## src/rtl/sg_sensor_pkg.sv

```systemverilog
// Shared definitions for the trig/echo ultrasonic sensor interface.
// Holds the sensor state encoding and the default microsecond timing so that
// the initiator (alg_box) and the responder emulator (echo_emu) agree.
package sg_sensor_pkg;

    typedef enum logic [2:0] {
        IDLE,
        TRIG_HI,
        SETUP,
        ECHO,
        HOLDOFF
    } sensor_state_t;

    localparam int unsigned TRIG_MIN_US_DEF = 10;
    localparam int unsigned SETUP_US_DEF    = 200;
    localparam int unsigned TIMEOUT_US_DEF  = 38000;
    localparam int unsigned HOLDOFF_US_DEF  = 60000;

    // "No target" (0) and anything beyond the timeout both report the timeout.
    function automatic logic [15:0] echo_width(input logic [15:0] cfg,
                                               input logic [15:0] timeout);
        if (cfg == '0 || cfg > timeout)
            return timeout;
        else
            return cfg;
    endfunction

endpackage

```

## src/rtl/sync2.sv

```systemverilog
// Two-flop synchronizer for a single asynchronous level.
// Ports:
//   clk  - destination clock
//   rst  - synchronous active-high reset, clears both flops
//   d    - asynchronous input
//   q    - synchronized output, two clk cycles behind d
module sync2 (
    input  logic clk,
    input  logic rst,
    input  logic d,
    output logic q
);

    logic meta;

    always_ff @(posedge clk) begin
        if (rst) begin
            meta <= 1'b0;
            q    <= 1'b0;
        end else begin
            meta <= d;
            q    <= meta;
        end
    end

endmodule

```

## src/rtl/echo_emu.sv

```systemverilog
// Ultrasonic range-sensor emulator (responder side of trig/echo).
// Qualifies a trigger pulse width, waits the setup time, then drives an echo
// pulse whose width in microseconds comes from cfg_echo_us, followed by a
// hold-off during which triggers are ignored. Timing is paced by pluse_us.
// Ports:
//   clk_sys     - system clock
//   rst         - synchronous active-high reset
//   pluse_us    - one-cycle strobe, once per microsecond
//   trig        - trigger from the initiator (asynchronous)
//   cfg_echo_us - echo width in us, 0 = no target
//   echo        - registered echo pulse
//   busy        - high whenever not idle
//   done        - one-cycle pulse as echo falls
//   err_short   - one-cycle pulse when a trigger is rejected as too short
module echo_emu
    import sg_sensor_pkg::*;
#(
    parameter int unsigned TRIG_MIN_US = TRIG_MIN_US_DEF,
    parameter int unsigned SETUP_US    = SETUP_US_DEF,
    parameter int unsigned TIMEOUT_US  = TIMEOUT_US_DEF,
    parameter int unsigned HOLDOFF_US  = HOLDOFF_US_DEF
) (
    input  logic        clk_sys,
    input  logic        rst,
    input  logic        pluse_us,
    input  logic        trig,
    input  logic [15:0] cfg_echo_us,
    output logic        echo,
    output logic        busy,
    output logic        done,
    output logic        err_short
);

    localparam logic [15:0] TRIG_MIN     = 16'(TRIG_MIN_US);
    localparam logic [15:0] SETUP_LAST   = 16'(SETUP_US - 1);
    localparam logic [15:0] TIMEOUT      = 16'(TIMEOUT_US);
    localparam logic [15:0] HOLDOFF_LAST = 16'(HOLDOFF_US - 1);

    sensor_state_t state;
    sensor_state_t state_nxt;

    logic        trig_s;
    logic        trig_q;
    logic [2:0]  prime;
    logic        trig_rise;
    logic        trig_fall;
    logic [15:0] cnt;
    logic [15:0] width_r;
    logic        latch_width;
    logic        short_rej;

    sync2 u_trig_sync (
        .clk (clk_sys),
        .rst (rst),
        .d   (trig),
        .q   (trig_s)
    );

    // The synchronizer and edge flop all reset to 0, so a trigger held high
    // through reset would otherwise look like a fresh rising edge once it
    // propagates. Rising edges are masked until the pipeline holds real data.
    assign trig_rise = trig_s & ~trig_q & prime[2];
    assign trig_fall = ~trig_s & trig_q;

    always_ff @(posedge clk_sys) begin
        if (rst)
            state <= IDLE;
        else
            state <= state_nxt;
    end

    always_comb begin
        state_nxt   = state;
        latch_width = 1'b0;
        short_rej   = 1'b0;
        case (state)
            IDLE: begin
                if (trig_rise)
                    state_nxt = TRIG_HI;
            end
            TRIG_HI: begin
                if (trig_fall) begin
                    if (cnt >= TRIG_MIN) begin
                        latch_width = 1'b1;
                        state_nxt   = SETUP;
                    end else begin
                        short_rej   = 1'b1;
                        state_nxt   = IDLE;
                    end
                end
            end
            SETUP: begin
                if (pluse_us && cnt == SETUP_LAST)
                    state_nxt = ECHO;
            end
            ECHO: begin
                if (pluse_us && cnt == width_r - 16'd1)
                    state_nxt = HOLDOFF;
            end
            HOLDOFF: begin
                if (pluse_us && cnt == HOLDOFF_LAST)
                    state_nxt = IDLE;
            end
            default: state_nxt = IDLE;
        endcase
    end

    // Outputs are decoded from state_nxt so each flop lines up with the state
    // register: echo mirrors ECHO, and done coincides with echo falling.
    always_ff @(posedge clk_sys) begin
        if (rst) begin
            trig_q    <= 1'b0;
            prime     <= '0;
            cnt       <= '0;
            width_r   <= '0;
            echo      <= 1'b0;
            busy      <= 1'b0;
            done      <= 1'b0;
            err_short <= 1'b0;
        end else begin
            trig_q <= trig_s;
            prime  <= {prime[1:0], 1'b1};

            if (state_nxt != state || state == IDLE)
                cnt <= '0;
            else if (pluse_us && cnt != '1)
                cnt <= cnt + 16'd1;

            if (latch_width)
                width_r <= echo_width(cfg_echo_us, TIMEOUT);

            echo      <= (state_nxt == ECHO);
            busy      <= (state_nxt != IDLE);
            done      <= (state == ECHO) && (state_nxt == HOLDOFF);
            err_short <= short_rej;
        end
    end

endmodule

```

## config.mk

```make
export PLATFORM = sky130hd
export DESIGN_NAME = echo_emu
export DESIGN_NICKNAME = d
export VERILOG_FILES = /design/src/rtl/sg_sensor_pkg.sv /design/src/rtl/sync2.sv /design/src/rtl/echo_emu.sv
export SDC_FILE = /design/constraint.sdc
export NUM_CORES = 1
export LEC_CHECK = 0
export ABC_AREA = 1
export BUFFER_PORTS_ARGS = -buffer_cell sky130_fd_sc_hd__buf_2
export CAP_MARGIN = 10
export CORE_MARGIN = 2
export CORE_UTILIZATION = 51
export DETAILED_ROUTE_END_ITERATION = 16
export PLACE_DENSITY = 0.7
export SYNTH_ARGS = -nofsm -noshare
export SYNTH_HDL_FRONTEND = slang
export SYNTH_SLANG_ARGS = --single-unit
```

## constraint.sdc

```tcl
create_clock -name clk_sys -period 2.7 [get_ports clk_sys]
set_clock_uncertainty 0.05 [all_clocks]
set_input_delay 0.27 -clock clk_sys [delete_from_list [all_inputs] [get_ports clk_sys]]
set_output_delay 0.27 -clock clk_sys [all_outputs]
set_load 0.01 [all_outputs]
```

Word-level counts from Yosys, hierarchy flattened --
Index checks and enable logic that the tools add are counted.
Storage, ports and cells: register bits 45, bits of input ports 20, output and inout bits 4, logic and storage cells 59
Cells by class: $add $sub $neg 2, order comparisons 2, eq/ne operators 11, muxes and demuxes 13, bitwise logic cells 7, reduce and logical (&&, ||, !) cells 12
Operators by type and width (count):
- $add A16 B1 Y16 const B | 1
- $eq A16 B16 Y1 | 1
- $eq A16 B16 Y1 const B | 1
- $eq A16 B8 Y1 const B | 1
- $ge A16 B4 Y1 const B | 1
- $gt A16 B16 Y1 const B | 1
- $logic_not A16 Y1 | 1
- $mux W16 | 1
- $ne A16 B16 Y1 const B | 1
- $sub A16 B1 Y16 const B | 1
- $mux W3 | 5
- $pmux W3 S5 | 1
- $eq A3 B2 Y1 const B | 3
- $eq A3 B3 Y1 const B | 2
- $logic_and A1 B1 Y1 | 5
- $mux W1 | 5
- $not A1 Y1 | 4
- $and A1 B1 Y1 | 3
- $eq A3 B1 Y1 const B | 1
- $logic_not A3 Y1 | 1
- $ne A3 B3 Y1 | 1
- $reduce_bool A3 Y1 | 1
- $reduce_or A3 Y1 | 1
- $logic_or A1 B1 Y1 | 2
- 2 further kinds | 2

Longest topological paths before layout --
depth after elaboration 8, mapped depth 18, gate-level depth less buffers 17

Modules after synthesis --
A second synthesis with hierarchy kept.
Unflattened totals: cells, all modules 423, area, all modules 2867.8 µm²
By module, submodules not included:
- echo_emu | instances 1, cells each 417, area an instance 2812.7 µm², sequential area each 860.8 µm²
- sync2 | instances 1, cells each 6, area an instance 55.1 µm², sequential area each 40.0 µm²

Least setup slack after synthesis --
No wires, ideal clock.
kind register -> register, start point register width_r[0], end point register cnt[1], setup time 122 ps, arrival 1852 ps, required time 2528 ps, slack 676 ps, cell stages (with the launch flop) 16, path buffers 1, clock period less this slack 2024 ps, path through dfxtp_1 -> inv_2 -> ha_1 -> xor2_1 -> nand3_1 -> nor2_1 -> nand2_1 -> nor2_1 -> nand2_1 -> nor2_1 -> nand2_2 -> nand2_4 -> nand3_1 -> nand2_4 -> buf_6 -> nor3_2
On the way: word-level cells in the longest chain between the ends 8
Ends and longest elaborated chain:
- start: declaration | RTL line echo_emu.sv:48 | logic [15:0] width_r;
- start signal: assignment | RTL line echo_emu.sv:130 | width_r <= echo_width(cfg_echo_us, TIMEOUT);
- $sub A16 B1 Y16 | RTL line echo_emu.sv:97 | if (pluse_us && cnt == width_r - 16'd1)
- $eq A16 B16 Y1 | RTL line echo_emu.sv:97
- $logic_and A1 B1 Y1 | RTL line echo_emu.sv:97
- $mux W3 | RTL line echo_emu.sv:97
- $pmux W3 S5 | RTL line echo_emu.sv:76 | case (state)
- $ne A3 B3 Y1 | RTL line echo_emu.sv:124 | if (state_nxt != state || state == IDLE)
- $logic_or A1 B1 Y1 | RTL line echo_emu.sv:124
- $reduce_or A2 Y1 (no line)
- end signal: assignment | RTL line echo_emu.sv:127 | cnt <= cnt + 16'd1;
- end: declaration | RTL line echo_emu.sv:47 | logic [15:0] cnt;
No other way between the ends. A chain may end at the register's enable or synchronous reset.

Worst setup path in the final report --
start point register width_r[0], end point register cnt[7]
The elaborated chain is that of the path after synthesis.

==> summary.txt <==
Floorplan
  • Ports: 24
  • Initial Utilization: a little over half
  • Die area: between 6000 and 7000 µm²
  • Rows: 27
  • Die Ht: between 70 and 80 µm
  • Core Box Area: approximately 5500 µm²
  • Die Wd: roughly 80 µm

CTS
  • Clock Sinks: 45
  • Root buffer cell: clkbuf_8
  • Postcts setup bufs: 0
  • Post-CTS Resized: 0
  • CTS Hold Bufs: 0
  • H-tree depth: 2
  • CTS tree: done
  • Num CTS Buffers: 5
  • Worst-path clk slew: around 0.090 ns
  • Clock buffer depth: 2
  • Clock latency on the worst-skew pair: around 0.31 ns

Worst setup path
  • CP Class: reg2reg
  • Worst Path Required: around 2.9 ns
  • Worst setup EP type: flip-flop
  • Crit-path cells: inv_2 > ha_1 > nand2_2 > nor2_4 > nand4_1 > nand2_1 > nor2_1 > nand2_1 > nor2_2 > nand2_2 > nand2_4 > nand3_1 > nand3_2 > nor3_1
  • Worst path arrival time: roughly 2.6 ns
  • Critical Path Fanout Max: 16
  • Crit path largest cell delay: between 0.3 and 0.4 ns
  • Setup slack on the worst flop-to-flop path: between 0.2 and 0.3 ns
  • Startpoint types: flip-flop
  • Slowest library cell on the worst path: nand3_2

Global routing
  • Vias in the first global route: about 2600
  • Tot GR Track Use: between 20% and 30%
  • Pin count of the biggest net entering global routing: 22
  • Wire length of the first global-routing pass: 11960 µm
  • Congestion Overflow GR: 0
  • Initial antenna violation count: 0

Power and ir drop
  • PD cells: approximately 370 nW/µm²
  • Max VDD drop: 0.2707 mV
  • Design Power: roughly 1.2 mW
  • Leakage: around 1.5 nW

Yosys
  • Portion of netlist area occupied by mux cells: 0%
  • Post-synthesis xor/xnor area fraction: under 10%
  • #FFs+latches synth: 45
  • Seq/Total Area, Yosys: 30.68%
  • Cell variety after synth: 33
  • Syn. warnings: 0
  • Mapped Avg Cell Area: around 6.6 µm²
  • Post-synth EDFFs: 0
  • Fraction of synthesized cell area taken by the top area cell type: between 30% and 40%
  • Post-synth top area cell: dfxtp_1
  • Synthesized Nets: between 400 and 500
  • FFs w/ async S/R, synth: 0%
  • Post-synthesis instance total: approximately 440
  • Mapped cell area: 2937 µm²
  • Main combinational cell family by area after synthesis: simple AND/OR/NAND/NOR gates
  • Post-Synth Adder-Cell Area: between 1 and 1.5%
  • Post-synthesis compound-gate area fraction: under 10%
  • Post-synthesis simple-gate area fraction: between 40% and 50%
  • Synth top area cells: dfxtp_1 31%, nand2_1 13%, inv_1 7.2%
  • Top_reg_cell synth: dfxtp_1

Placed design
  • IO buf count: 23
  • Placed cell areas: between 3000 and 4000 µm²
  • DP Wirelength: around 5500 µm
  • Worst slack, placed: slightly above 0.3 ns
  • RD Place Congestion: about 0.94

Detailed routing
  • Via count: approximately 2900
  • Final WL: 7083 µm
  • DRT antenna net count: 0
  • Drt pass-1 iters: 5
  • # DRC: 0
  • Initial DRC count: about 150
  • DR WL/cell: around 13 µm
  • Number of vias per cell: around 5.3

Timing
  • Slew @ Worst Pin: between 1 and 1.5 ns
  • Slew Viols, Final: 0
  • RSZ-0062 raised after global routing: false
  • Hold Slack: 0.1169 ns
  • Final setup margin: 0.2996 ns
  • Final Hold Fails: 0
  • Fin Setup TNS: 0 ns
  • Tcrit/Tclk final: between 80 and 90%
  • Crit path time final: 2.400 ns
  • Rel. slew slack: roughly 25%
  • Max Fclk: ~420 MHz
  • Setup violators final: 0

Layout
  • ANT cells: 0
  • Layout Nets: 488
  • Layout cells sized above 1: ~15%
  • Post-route cell area: 3198 µm²
  • Synth-to-Final Area Change: 8.905%

Status
  • Run status: completed

Run
  • Max-cap violations: 0

Hold path
  • Worst hold path type: in2reg
[state kept, by name, indices dropped and copies added, names as in the netlist]
register          count
u_trig_sync.q         1
done                  1
u_trig_sync.meta      1
echo                  1
cnt                  16
state                 3
prime                 3
trig_q                1
busy                  1
err_short             1
width_r              16
[cells in the final DEF, fill, tap and decap left out]
cell,instances
o22ai_1,1
buf_2,23
buf_4,3
clkbuf_8,5
or2_2,1
nand3b_1,7
nand3_2,1
a31oi_1,4
dfxtp_1,45
nand2_1,100
nor4_1,6
inv_8,1
o221a_2,1
inv_2,5
o21ai_1,1
a21oi_1,17
nand2_4,4
inv_6,2
xor2_1,17
nor2_4,2
ha_1,3
nor3_1,17
nand4_1,10
inv_1,56
nand2_2,5
xnor2_1,6
o21ai_0,12
a221oi_1,4
a211oi_1,8
nand3_1,30
nor2_1,54
nor2_2,4
nor3_2,11
[power by group]
part           total (mW)  switching, mW  leakage (nW)  internal (mW)
clock network       0.466          0.270        0.0511          0.196
logic              0.0559         0.0374          1.06         0.0185
registers           0.669        0.00168         0.364          0.668
[metal layers]
layer	up-vias	track usage [%]	wire [µm]
li1	1492	-	-
met1	1287	34.05	3382
met2	86	36.58	3178
met3	13	3.394	377
met4	0	8.475	145
met5	-	0	0
[critical path, delay by kind of cell (launching register included)]
| family | cells | cell delay (ns) |
|---|---|---|
| buffers and inverters | 1 | 0.10 |
| DFF | 1 | 0.35 |
| adders and majority gates | 1 | 0.22 |
| and+or+nand+nor | 12 | 1.62 |
[path summary, 6_finish.rpt]
check / startpoint / endpoint / cells after the start
setup / recovery: width_r[0] / cnt[7] / 14
hold reg to reg: prime[1] / prime[2] / 2
setup reg to reg: width_r[0] / cnt[7] / 14
hold / removal: trig / u_trig_sync.meta / 3
[synth_stat cells, drive strengths merged, types with 3 or more instances]
master	count
nor2	60
dfxtp	45
a31oi	4
nand3b	7
xnor2	6
o21ai	13
clkbuf	4
nor4	6
nand4	10
a221oi	4
nor3	28
a21oi	17
nand2	109
xor2	17
inv	61
a211oi	8
nand3	31
ha	3
buf	7
[through the flow]
step / util, % / std cells
6_report: 57.72 / 538
5_1_grt: 57.72 / 538
4_1_cts: 57.72 / 538
3_5_place_dp: 55.96 / 530
3_3_place_gp: 55.96 / 530
2_1_floorplan: - / 443
[cell families after synthesis]
kind of cell,count (synthesis)
and+or+nand+nor,252
buffers and inverters,72
AOI/OAI and AO/OA,48
DFF,45
xor gates and xnor gates,23
adders and majority gates,3
[cell type report]
| cell class | count | area, µm² |
|---|---|---|
| clock buffer | 5 | 68.82 |
| clock inverter | 3 | 28.78 |
| tap | 72 | 90.09 |
| timing repair buffer | 26 | 137.6 |
| fill | 522 | 2342 |
| inverter | 61 | 229.0 |
| multi-input combinational | 326 | 1743 |
| sequential | 45 | 900.9 |
Note: power is estimated with default switching activity, not from simulation.
